===== src/rtl/mmio_sampler_core.sv =====
`default_nettype none
// ============================================================================
// mmio_sampler_core -- N_CH x W-bit tick-driven sampler feeding a tagged FIFO
//                      drained over the MMIO slot bus, with a threshold IRQ.
// Optional feature macro: SAMPLER_TRIG_EN (external trigger arms the sampler)
// Revision: 1.0
// ============================================================================

module mmio_sampler_core #(
  parameter int N_CH  = 4,
  parameter int W     = 12,
  parameter int DEPTH = 64
) (
  input  logic              clk,
  input  logic              reset_n,
  input  logic              cs,
  input  logic              read,
  input  logic              write,
  input  logic [4:0]        addr,
  input  logic [31:0]       wr_data,
  output logic [31:0]       rd_data,
  input  logic [N_CH*W-1:0] din,
`ifdef SAMPLER_TRIG_EN
  input  logic              trig,
`endif
  output logic              irq
);

  localparam int AW = $clog2(DEPTH);
  localparam int CW = AW + 1;
  localparam int IW = 5;

  typedef enum logic [1:0] {
    S_IDLE  = 2'd0,
    S_WAIT  = 2'd1,
    S_SCAN  = 2'd2,
    S_ARMED = 2'd3
  } state_t;

  state_t          state;
  logic            run;
  logic            irq_en;
  logic [31:0]     period;
  logic [31:0]     thresh;
  logic [31:0]     cnt;
  logic [N_CH-1:0] mask;
  logic [IW-1:0]   scan_idx;
  logic [IW-1:0]   sel;
  logic            found;
  logic            more;
  logic [W-1:0]    sample;
  logic [AW-1:0]   wr_ptr;
  logic [AW-1:0]   rd_ptr;
  logic [CW-1:0]   count;
  logic            overrun;
  logic [31:0]     mem [DEPTH];

  logic        reg_wr, clear, pop, push, push_ok, drop, full, empty, active, tick;
  logic [31:0] pmax, status, push_word;
  logic        unused_addr;

  assign reg_wr      = cs & write;
  assign clear       = reg_wr && (addr[2:0] == 3'd2) && wr_data[1];
  assign full        = (count == CW'(DEPTH));
  assign empty       = (count == '0);
  assign pop         = cs && read && (addr[2:0] == 3'd0) && !empty;
  assign pmax        = (period == 32'd0) ? 32'd1 : period;
  assign active      = run && ((state == S_WAIT) || (state == S_SCAN));
  assign tick        = active && (cnt >= pmax - 32'd1);
  assign push        = run && (state == S_SCAN) && found;
  // A pop in the same cycle frees the slot, so a push into a full FIFO is legal then.
  assign push_ok     = push && (!full || pop);
  assign drop        = push && full && !pop;
  assign push_word   = {sel[3:0], 28'(sample)};
  assign status      = {overrun, full, empty, state, {(27-CW){1'b0}}, count};
  assign unused_addr = ^addr[4:3];

`ifdef SAMPLER_TRIG_EN
  logic [2:0] trig_sync;
  logic       trig_rise;
  always_ff @(posedge clk or negedge reset_n) begin
    if (!reset_n) trig_sync <= '0;
    else          trig_sync <= {trig_sync[1:0], trig};
  end
  assign trig_rise = trig_sync[1] & ~trig_sync[2];
`endif

  // Lowest enabled channel at or above scan_idx, and whether any enabled one remains above it.
  always_comb begin
    found  = 1'b0;
    more   = 1'b0;
    sel    = '0;
    sample = '0;
    for (int k = 0; k < N_CH; k++) begin
      if (mask[k] && (IW'(k) >= scan_idx)) begin
        if (!found) begin
          found  = 1'b1;
          sel    = IW'(k);
          sample = din[k*W +: W];
        end else begin
          more = 1'b1;
        end
      end
    end
  end

  always_ff @(posedge clk or negedge reset_n) begin
    if (!reset_n) begin
      run    <= 1'b0;
      irq_en <= 1'b0;
      period <= '0;
      mask   <= '0;
      thresh <= '0;
    end else if (reg_wr) begin
      case (addr[2:0])
        3'd2: begin
          run    <= wr_data[0];
          irq_en <= wr_data[2];
        end
        3'd3:    period <= wr_data;
        3'd4:    mask   <= wr_data[N_CH-1:0];
        3'd5:    thresh <= wr_data;
        default: ;
      endcase
    end
  end

  always_ff @(posedge clk or negedge reset_n) begin
    if (!reset_n) begin
      state    <= S_IDLE;
      cnt      <= '0;
      scan_idx <= '0;
      wr_ptr   <= '0;
      rd_ptr   <= '0;
      count    <= '0;
      overrun  <= 1'b0;
    end else begin
      if (!run) begin
        state <= S_IDLE;
        cnt   <= '0;
      end else begin
        case (state)
          S_IDLE: begin
`ifdef SAMPLER_TRIG_EN
            state <= S_ARMED;
`else
            state <= S_WAIT;
`endif
            cnt <= '0;
          end
`ifdef SAMPLER_TRIG_EN
          S_ARMED: begin
            if (trig_rise) begin
              state <= S_WAIT;
              cnt   <= '0;
            end
          end
`endif
          S_WAIT: begin
            cnt <= tick ? 32'd0 : cnt + 32'd1;
            if (tick) begin
              state    <= S_SCAN;
              scan_idx <= '0;
            end
          end
          S_SCAN: begin
            cnt <= tick ? 32'd0 : cnt + 32'd1;
            if (found) scan_idx <= sel + IW'(1);
            if (!found || !more) state <= S_WAIT;
          end
          default: state <= S_IDLE;
        endcase
      end

      if (clear) begin
        wr_ptr  <= '0;
        rd_ptr  <= '0;
        count   <= '0;
        overrun <= 1'b0;
      end else begin
        if (push_ok) wr_ptr <= wr_ptr + AW'(1);
        if (pop)     rd_ptr <= rd_ptr + AW'(1);
        if (push_ok && !pop)      count <= count + CW'(1);
        else if (pop && !push_ok) count <= count - CW'(1);
        if (drop || (tick && (state == S_SCAN))) overrun <= 1'b1;
      end
    end
  end

  always_ff @(posedge clk) begin
    if (push_ok && !clear) mem[wr_ptr] <= push_word;
  end

  always_ff @(posedge clk or negedge reset_n) begin
    if (!reset_n) irq <= 1'b0;
    else          irq <= irq_en && (32'(count) >= thresh) && (thresh != 32'd0);
  end

  always_comb begin
    rd_data = '0;
    case (addr[2:0])
      3'd0:    if (!empty) rd_data = mem[rd_ptr];
      3'd1:    rd_data = status;
      default: rd_data = '0;
    endcase
  end

endmodule

`default_nettype wire

===== config.mk =====
export PLATFORM = sky130hd
export DESIGN_NAME = mmio_sampler_core
export DESIGN_NICKNAME = d
export VERILOG_FILES = /design/src/rtl/mmio_sampler_core.sv
export SDC_FILE = /design/constraint.sdc
export NUM_CORES = 1
export LEC_CHECK = 0
export CORE_MARGIN = 2
export CORE_UTILIZATION = 35
export CTS_BUF_LIST = sky130_fd_sc_hd__clkbuf_8
export CTS_CLUSTER_DIAMETER = 120
export DETAILED_ROUTE_END_ITERATION = 10
export PLACE_DENSITY_LB_ADDON = 0.25
export SYNTH_ARGS = -nofsm -noshare
export SYNTH_HDL_FRONTEND = slang
export SYNTH_SLANG_ARGS = --single-unit

===== constraint.sdc =====
create_clock -name clk -period 10.3 [get_ports clk]
set_input_delay 2.06 -clock clk [delete_from_list [all_inputs] [get_ports clk]]
set_output_delay 2.06 -clock clk [all_outputs]
set_load 0.05 [all_outputs]

==> metrics.cfg, run 1 <==
[die]
core_um2 = 120000
die_h_um = 351
rows = 127
die_w_um = 351
start_util = 0.352
dieArea_um2 = 123000
ios = 123

[yosys]
synth_compound_area_frac = 0.0293
yosysTopAreaCellShare = 0.638
synthFlopType = edfxtp_1
synth_warnings = 0
ys_types = 65
synth_seq_cells = 1024
async_reset_ff_frac = 0.125
synth_commonest_cells = edfxtp_1 (896), mux4_2 (280), nor2_1 (140)
synth_most_common_cell = edfxtp_1
synth_top_family_by_area = multiplexers
yosys-top-cells-area = edfxtp_1 (64%), mux4_2 (15%), dfrtp_1 (7.6%), mux2_2 (1.9%), ha_1 (1.6%)
yosysTopAreaCell = edfxtp_1
synthCells = 2228
syn_area_um2 = 42200
synth-xor-area-share = 0.00830
syn_area_per_cell_um2 = 18.9
synthAdderAreaFrac = 0.0162
ys_seq_area_frac = 0.714
synthMuxAreaShare = 0.172
synth_edf_count = 896
synthSimpleGateAreaFrac = 0.0454

[pwr]
p_total_uw = 11700
powerDensity_nw_per_um2 = 240
p_leak_uw = 0.0160
ir_drop_mv = 0.199

[global_routing]
grt_max_degree = 116
grt_pass1_wl_mm = 151
grtUsageTotal = 0.168
grt_pass1_vias = 23200
grt-ovfl-total = 0
antenna_found_initial = 6

[final_layout]
utilization = 0.407
fill_cells = 10700
drive_gt1_frac = 0.260
flow.area_growth_from_synthesis_pct = 15.5
fin_nets = 2634

[placed_design]
dpl.hpwl_mm = 61.2
numPortBuffers = 105
place.gp.congestion = 0.828

[clock_tree]
cts_root_buf = clkbuf_8
cts_buffer_depth = 3
cts_tree = yes
cts_max_level = 4
ctsResizeCount = 0
path_clk_slew_ps = 50
ctsHoldBuffers = 0
clock-sinks = 1024
clock_latency_ps = 830
cts_setup_buffers = 0
cts_buffers = 170

[setup_path]
startpoint_type = input pin
critPathArrivalTime_ps = 5400
end_kind = primary output
crit_type = in2out
critical_path_required_ps = 8240
cp_max_fo = 10

[routing]
drtAntennaViolNets = 0
drt-initial-drc-count = 1899
dr.pass1.iters = 6
drt_wl_total_mm = 102
via_per_inst = 5.20
drc_errors = 0
wl_met1_mm = 43.2
via_count = 22000
wl_met2_mm = 51.4
top_layer = met5
wl_met3_mm = 5.95
routedWlPerCell_um = 24.2

[sta]
hold_viol_final = 0
slew_violations = 0
worstMarginPinSlew_ps = 1140
fin_tns_setup_ps = 0
post-route-period-util = 0.724
relSlewSlack = 0.241
fmax_ghz = 0.134
fin_crit_ps = 7460
setup_viol_count_final = 0
grt_setup_unrepaired = no
fin_worst_skew_ps = 30.9

[job]
maxCapViolations = 0

[min_path]
hold_path_class = reg2reg

[status]
status = finished clean

-- worst max-delay path, stage by stage --
cell and delay, ps:
clkdlybuf4s50_1 470, or3_1 500, a31oi_1 290, nand2_1 400, nor2_1 410, a22oi_1 190, o211ai_1 140, clkdlybuf4s50_1 940
-- sequential cells by signal, summed over array words and instances, names as in the netlist, 2 cells and up --
signal,cells
cnt,32
count,7
mask,4
mem,896
period,32
rd_ptr,6
scan_idx,3
state,2
thresh,32
wr_ptr,6
-- power breakdown --
part           total [uW]  leakage [uW]  switching [uW]  internal (uW)
sequential           5380       0.00975             196           5190
combinational        3070       0.00457            1780           1290
clock                3230       0.00173            1560           1680
-- layout by cell type (no fill, tap or decap), drive strengths merged, types with 53 or more instances in the layout --
| cell type | synthesis | final |
|---|---|---|
| clkbuf | 70 | 180 |
| dfrtp | 128 | 128 |
| a21oi | 79 | 79 |
| nor2 | 140 | 140 |
| inv | 26 | 78 |
| nand2 | 101 | 101 |
| buf | 52 | 94 |
| mux2 | 71 | 71 |
| ha | 53 | 53 |
| edfxtp | 896 | 896 |
| clkinv | 0 | 58 |
| mux4 | 280 | 280 |
| clkdlybuf4s50 | 0 | 104 |
-- layout make-up --
type	count	area, um^2	area share
Tap cell	1612	2020	0.0414
Sequential cell	1024	30100	0.618
Multi-Input combinational cell	1070	11600	0.239
Clock inverter	118	567	0.0116
Inverter	26	97.6	0.00200
Antenna cell	3	7.51	0.000154
Timing Repair Buffer	198	1800	0.0369
Clock buffer	180	2480	0.0508
-- per-stage QoR --
step	cell area, um^2	hold WS [ps]	setup slack (ps)	std cells
4_1_cts	48700	509	2860	4227
3_5_place_dp	45700	496	2870	3929
5_1_grt	48700	517	2630	4231
6_report	48700	508	2840	4231
2_1_floorplan	42200	469	4450	2242
3_3_place_gp	45700	484	2930	3929
-- logic make-up (layout without fill, tap and decap cells) --
kind of cell,after synthesis,after routing
buf+inv,148,522
xor+xnor,40,40
fa+ha+maj,54,54
mux,366,366
compound gates,196,196
other cells,1,18
simple gates,399,399
flops,1024,1024
-- layer usage --
layer | vias to the layer above | GRT usage
met5 | - | 0
met4 | 6 | 0.0479
met3 | 154 | 0.0354
met2 | 631 | 0.286
met1 | 11600 | 0.216
li1 | 9603 | -
-- final timing paths --
check / cells after the start / slack, ps / start / to
worst max-delay path: 8 / 2840 / addr[1] / rd_data[29]
worst min-delay path: 1 / 510 / thresh[22] / thresh[22]
worst max register to register: 20 / 4650 / period[13] / scan_idx[0]
worst min register to register: 1 / 510 / thresh[22] / thresh[22]
max in group asynchronous: 2 / 7710 / reset_n / cnt[19]
min in group asynchronous: 1 / 1210 / reset_n / scan_idx[1]
No activity file was read; power rests on OpenSTA's default activity.
==> inputs of run 2 (changes only) <==
==> constraint.sdc (replaced) <==
create_clock -name clk -period 7.8 [get_ports clk]
set_input_delay 1.56 -clock clk [delete_from_list [all_inputs] [get_ports clk]]
set_output_delay 1.56 -clock clk [all_outputs]
set_load 0.05 [all_outputs]
==> run 2 against run 1 <==
- cell count rose by 0.14%
- non-clock buffer count rose by 3
- die area did not move
- via count rose by 0.61%
- clock-buffer cell count fell by 1
- sequential share of layout area fell by 0.16 points
- clock power rose by 34%
- clock skew rose by 29 ps
- power rose by 33%
- critical endpoint is now rd_data[0]
==> metrics.cfg, run 2 (same netlist as run 1, synthesis figures left out) <==
[status]
status = finished clean

[setup_path]
cp-startpoint = addr[1]
critical_path_required_ps = 6240  ; -2000 ps
critPathArrivalTime_ps = 4930  ; -470 ps
r2r_start = period[13]
crit_type = in2out
startpoint_type = input pin
cp_max_fo = 13  ; +3
end_kind = primary output

[clock_tree]
path_clk_slew_ps = 60  ; about the same
ctsHoldBuffers = 0  ; unchanged
cts_buffers = 170  ; unchanged
cts_max_level = 4  ; unchanged
cts_buffer_depth = 3  ; unchanged
ctsResizeCount = 0  ; unchanged
cts_setup_buffers = 0  ; unchanged
clock-sinks = 1024  ; unchanged
clock_latency_ps = 870  ; +40 ps
cts_root_buf = clkbuf_8
cts_tree = yes

[placed_design]
numPortBuffers = 105  ; unchanged
dp.cells = 3933  ; +0.10%
place.gp.congestion = 0.841  ; +1.6%
dpl.hpwl_mm = 61.2  ; about the same

[global_routing]
grt_pass1_vias = 23200  ; -0.23%
grt_max_degree = 76  ; -34%
antenna_found_initial = 8  ; +2
grt_pass1_wl_mm = 152  ; +0.59%
grtUsageTotal = 0.170  ; +0.00229
grt-ovfl-total = 0  ; unchanged

[sta]
setup_viol_count_final = 0  ; unchanged
post-route-period-util = 0.832
grt_setup_unrepaired = no
slew_violations = 0  ; unchanged
fin_tns_setup_ps = 0  ; unchanged
worstMarginPinSlew_ps = 1240  ; +104 ps
fin_crit_ps = 6490
fmax_ghz = 0.154
fin_worst_skew_ps = 60.0  ; +29.1 ps
relSlewSlack = 0.161  ; -0.0803
hold_viol_final = 0  ; unchanged

[die]
ios = 123  ; unchanged
dieArea_um2 = 123000  ; unchanged
core_um2 = 120000  ; unchanged
die_w_um = 351  ; unchanged
rows = 127  ; unchanged
die_h_um = 351  ; unchanged
start_util = 0.352  ; unchanged

[final_layout]
regMostFlops = mem
finalNonFillerCells = 4237  ; +0.14%
layout_commonest_cell = edfxtp_1
flow.area_growth_from_synthesis_pct = 15.8
final_cell_mix = edfxtp_1 (896), mux4_2 (280), clkbuf_8 (179)
largest_reg_flops = 896  ; unchanged
drive_gt1_frac = 0.264  ; +0.00322
fin_nets = 2637  ; +0.11%

[pwr]
p_int_uw = 10800  ; +32%
p_seq_frac = 0.458  ; -0.003
swShare = 0.308  ; +0.00494
power_frac_clock = 0.279  ; +0.002
p_leak_uw = 0.0161  ; +0.48%
combPwrFrac = 0.263  ; about the same
ir_drop_mv = 0.287  ; +44%
powerDensity_nw_per_um2 = 318  ; +33%
p_switching_uw = 4790  ; +35%

[routing]
drc_errors = 0  ; unchanged
drt-initial-drc-count = 2343  ; +23%
dr.pass1.iters = 6  ; unchanged
via_count = 22100  ; +0.61%
routedWlPerCell_um = 24.6  ; +1.6%
drt_wl_total_mm = 104  ; +1.8%
drtAntennaViolNets = 0  ; unchanged
via_per_inst = 5.22  ; +0.47%

[min_path]
hold_path_class = reg2reg
hp-start = thresh[28]

[job]
maxCapViolations = 0  ; unchanged

-- run 2: layer usage --
layer | vias to the layer above | part of all wire | global-route usage
li1 | 9613 | - | -
met1 | 11700 | 0.42 | 0.222
met2 | 687 | 0.48 | 0.277
met3 | 166 | 0.068 | 0.0412
met4 | 10 | 0.025 | 0.0598
met5 | - | 0.0019 | 0.00824
-- run 2: worst max-delay path, cell delays in order --
cell	delay, ps
clkdlybuf4s50_1	470
or3_1	500
a31oi_1	290
nand2b_1	530
nor2_1	370
a22oi_1	170
nand2_1	120
clkdlybuf4s50_1	920
-- run 2: final cells by class --
class | count | area [um^2]
antenna | 3 | 7.51
clock inverter | 122 | 633
fill | 10800 | 71000
inverter | 26 | 97.6
sequential | 1024 | 30100
tap | 1612 | 2020
clock buffer | 179 | 2460
timing repair buffer | 201 | 1870
multi-input combinational | 1070 | 11600
-- run 2: power groups by stage --
stage          clock network (uW)  logic, uW  registers (uW)
6_report                     4330       4090            7130
3_3_place_gp                    0       4010            7230
4_1_cts                      4470       4160            7130
5_1_grt                      4690       4440            7160
2_1_floorplan                   0       2810            7100
3_5_place_dp                    0       4150            7240
-- run 2: path summary, 6_finish.rpt --
kind / end / slack [ps] / depth (start not counted)
min in group asynchronous: wr_ptr[0] / 770 / 1
max reg2reg: cnt[5] / 1620 / 21
min: thresh[28] / 510 / 1
min reg2reg: thresh[28] / 510 / 1
max: rd_data[0] / 1310 / 8
max in group asynchronous: cnt[28] / 5780 / 2
-- run 2: through the flow --
step	total power (uW)	setup slack, ps	hold slack [ps]	cell area, um^2	util
6_report	15600	1310	509	48900	0.408
5_1_grt	16300	1040	525	48900	0.408
4_1_cts	15800	1280	509	48900	0.408
3_5_place_dp	11400	1340	496	45800	0.382
3_3_place_gp	11200	1400	484	45800	0.382
2_1_floorplan	9910	2930	469	42200	-
==> inputs of run 3 (changes only) <==
==> constraint.sdc (replaced) <==
create_clock -name clk -period 5.9 [get_ports clk]
set_input_delay 1.18 -clock clk [delete_from_list [all_inputs] [get_ports clk]]
set_output_delay 1.18 -clock clk [all_outputs]
set_load 0.05 [all_outputs]
==> run 3 against run 2 <==
- cell area rose by 0.53%
- global-route usage grew 0.12 points
- wire length barely moved
- worst setup slack got worse by 830 ps
- sequential power rose by 32%
- sequential share of layout area fell by 0.33 points
- via count grew 0.19%
- combinational power grew 33%
- die area did not move
- largest cell class unchanged
- non-clock buffer count is 14 higher
- clock-buffer cell count is 2 higher
- critical path depth down 2
- critical path type is now reg2out
==> metrics.cfg, run 3 (same netlist as run 1, synthesis figures left out) <==
[global_routing]
grt-ovfl-total = 0  ; unchanged
grt_pass1_wl_mm = 154  ; +1.4%
grt_pass1_vias = 23300  ; +0.46%
grtUsageTotal = 0.171  ; +0.00121
antenna_found_initial = 6  ; -2
grt_max_degree = 87  ; +14%

[die]
start_util = 0.352  ; unchanged
die_w_um = 351  ; unchanged
dieArea_um2 = 123000  ; unchanged
core_um2 = 120000  ; unchanged
ios = 123  ; unchanged
rows = 127  ; unchanged
die_h_um = 351  ; unchanged

[final_layout]
layout_commonest_cell = edfxtp_1
regMostFlops = mem
drive_gt1_frac = 0.272  ; +0.00895
finalNonFillerCells = 4260  ; +0.54%
largest_reg_flops = 896  ; unchanged
final_cell_mix = edfxtp_1 (896), mux4_2 (280), clkbuf_8 (181)
flow.area_growth_from_synthesis_pct = 16.4
fin_nets = 2651  ; +0.53%

[sta]
relSlewSlack = 0.281  ; +0.121
fin_worst_skew_ps = 38.3  ; -21.7 ps
fin_crit_ps = 5420
setup_viol_count_final = 0  ; unchanged
hold_viol_final = 0  ; unchanged
grt_setup_unrepaired = no
worstMarginPinSlew_ps = 1080  ; -166 ps
slew_violations = 0  ; unchanged
fin_tns_setup_ps = 0  ; unchanged
post-route-period-util = 0.919
fmax_ghz = 0.185
post-route-worst-setup-slack_ps = 480  ; -833 ps

[placed_design]
dp_worst_setup_slack_ps = 601  ; -736 ps
dp.cells = 3947  ; +0.36%
dpl.hpwl_mm = 62.4  ; +1.9%
numPortBuffers = 105  ; unchanged
place.gp.congestion = 0.812  ; -3.4%

[min_path]
hold_path_class = in2async

[routing]
via_per_inst = 5.21  ; -0.35%
routedWlPerCell_um = 24.5  ; -0.50%
dr.pass1.iters = 5  ; -1
drt_wl_total_mm = 104  ; about the same
via_count = 22200  ; +0.19%
drt-initial-drc-count = 1944  ; -17%
drtAntennaViolNets = 0  ; unchanged
drc_errors = 0  ; unchanged

[status]
status = finished clean

[clock_tree]
cts_root_buf = clkbuf_8
cts_buffers = 170  ; unchanged
clock-sinks = 1024  ; unchanged
ctsResizeCount = 0  ; unchanged
ctsHoldBuffers = 0  ; unchanged
cts_tree = yes
cts_max_level = 4  ; unchanged
cts_setup_buffers = 0  ; unchanged
path_clk_slew_ps = 70  ; about the same
clock_latency_ps = 830  ; -40 ps
cts_buffer_depth = 3  ; unchanged

[setup_path]
critical_path_required_ps = 4720  ; -1520 ps
critPathArrivalTime_ps = 4240  ; -690 ps
crit_path_max_incr_delay_ps = 740  ; -180 ps
crit_chain = buf_12 -> mux4_2 -> mux4_2 -> mux2i_1 -> o22ai_1 -> buf_4
crit_family = multiplexers
cp_num_buf_inv = 2  ; unchanged
cpMostUsedCell = mux4_2
cp_max_fo = 26  ; +13
startpoint_type = register
crit_type = reg2out
cp_slowest_cell = dfrtp_4
end_kind = primary output

[job]
maxCapViolations = 0  ; unchanged

[pwr]
p_leak_uw = 0.0163  ; +1.2%
p_total_uw = 20700  ; +33%
powerDensity_nw_per_um2 = 421  ; +32%
ir_drop_mv = 0.353  ; +23%

==> run 3: changes by cell type in the layout (fill, tap and decap cells not counted), sizes merged <==
cell / before / now
clkbuf: 179 / 181
bufinv: 2 / 5
clkinvlp: 6 / 5
clkdlybuf4s50: 104 / 90
clkinv: 50 / 57
inv: 90 / 89
buf: 97 / 125
diode: 3 / 2
==> run 3: cell type report <==
cell class,instances,area [um^2]
timing repair buffer,215,2070
clock buffer,181,2490
clock inverter,130,682
sequential,1024,30100
inverter,26,97.6
tap,1612,2020
multi-input combinational,1070,11600
fill,10700,70700
antenna,2,5.00
==> run 3: stage by stage <==
stage	utilization	hold slack [ps]	instance area (um^2)
after floorplan	-	469	42200
after global placement	0.383	485	45900
after detailed placement	0.383	496	45900
after CTS	0.410	380	49100
after global routing	0.410	450	49100
final	0.410	446	49100
==> run 3: path summary, 6_finish.rpt <==
check / cells past startpoint / slack, ps / to / from
max: 6 / 480 / rd_data[7] / rd_ptr[0]
max reg2reg: 21 / 560 / cnt[29] / period[13]
min reg2reg: 1 / 510 / thresh[9] / thresh[9]
min in group clk: 1 / 510 / thresh[9] / thresh[9]
min: 1 / 450 / scan_idx[1] / reset_n
max in group asynchronous: 2 / 4330 / cnt[20] / reset_n
==> run 3: worst register-to-register path: cells and delay by family (launching register included) <==
| family | cells | cell delay (ps) |
|---|---|---|
| flops | 1 | 430 |
| fa+ha+maj | 2 | 500 |
| simple gates | 14 | 3310 |
| compound gates | 3 | 710 |
| xor+xnor | 1 | 150 |
| buf+inv | 1 | 190 |
==> run 3: report_power, final <==
group	leakage [uW]	switching [uW]	internal, uW	total [uW]
sequential	0.00975	328	9050	9380
combinational	0.00472	3120	2320	5440
clock	0.00184	2800	3050	5850
total	0.0163	6250	14400	20700
==> run 3: per-layer routing <==
| layer | part of all wire | global-route usage | vias to the layer above | wire length, um |
|---|---|---|---|---|
| li1 | - | - | 9656 | - |
| met4 | 0.020 | 0.0508 | 2 | 2130 |
| met1 | 0.43 | 0.226 | 11800 | 45100 |
| met5 | 0.00012 | 0 | - | 13 |
| met2 | 0.49 | 0.288 | 593 | 51500 |
| met3 | 0.053 | 0.0336 | 140 | 5540 |
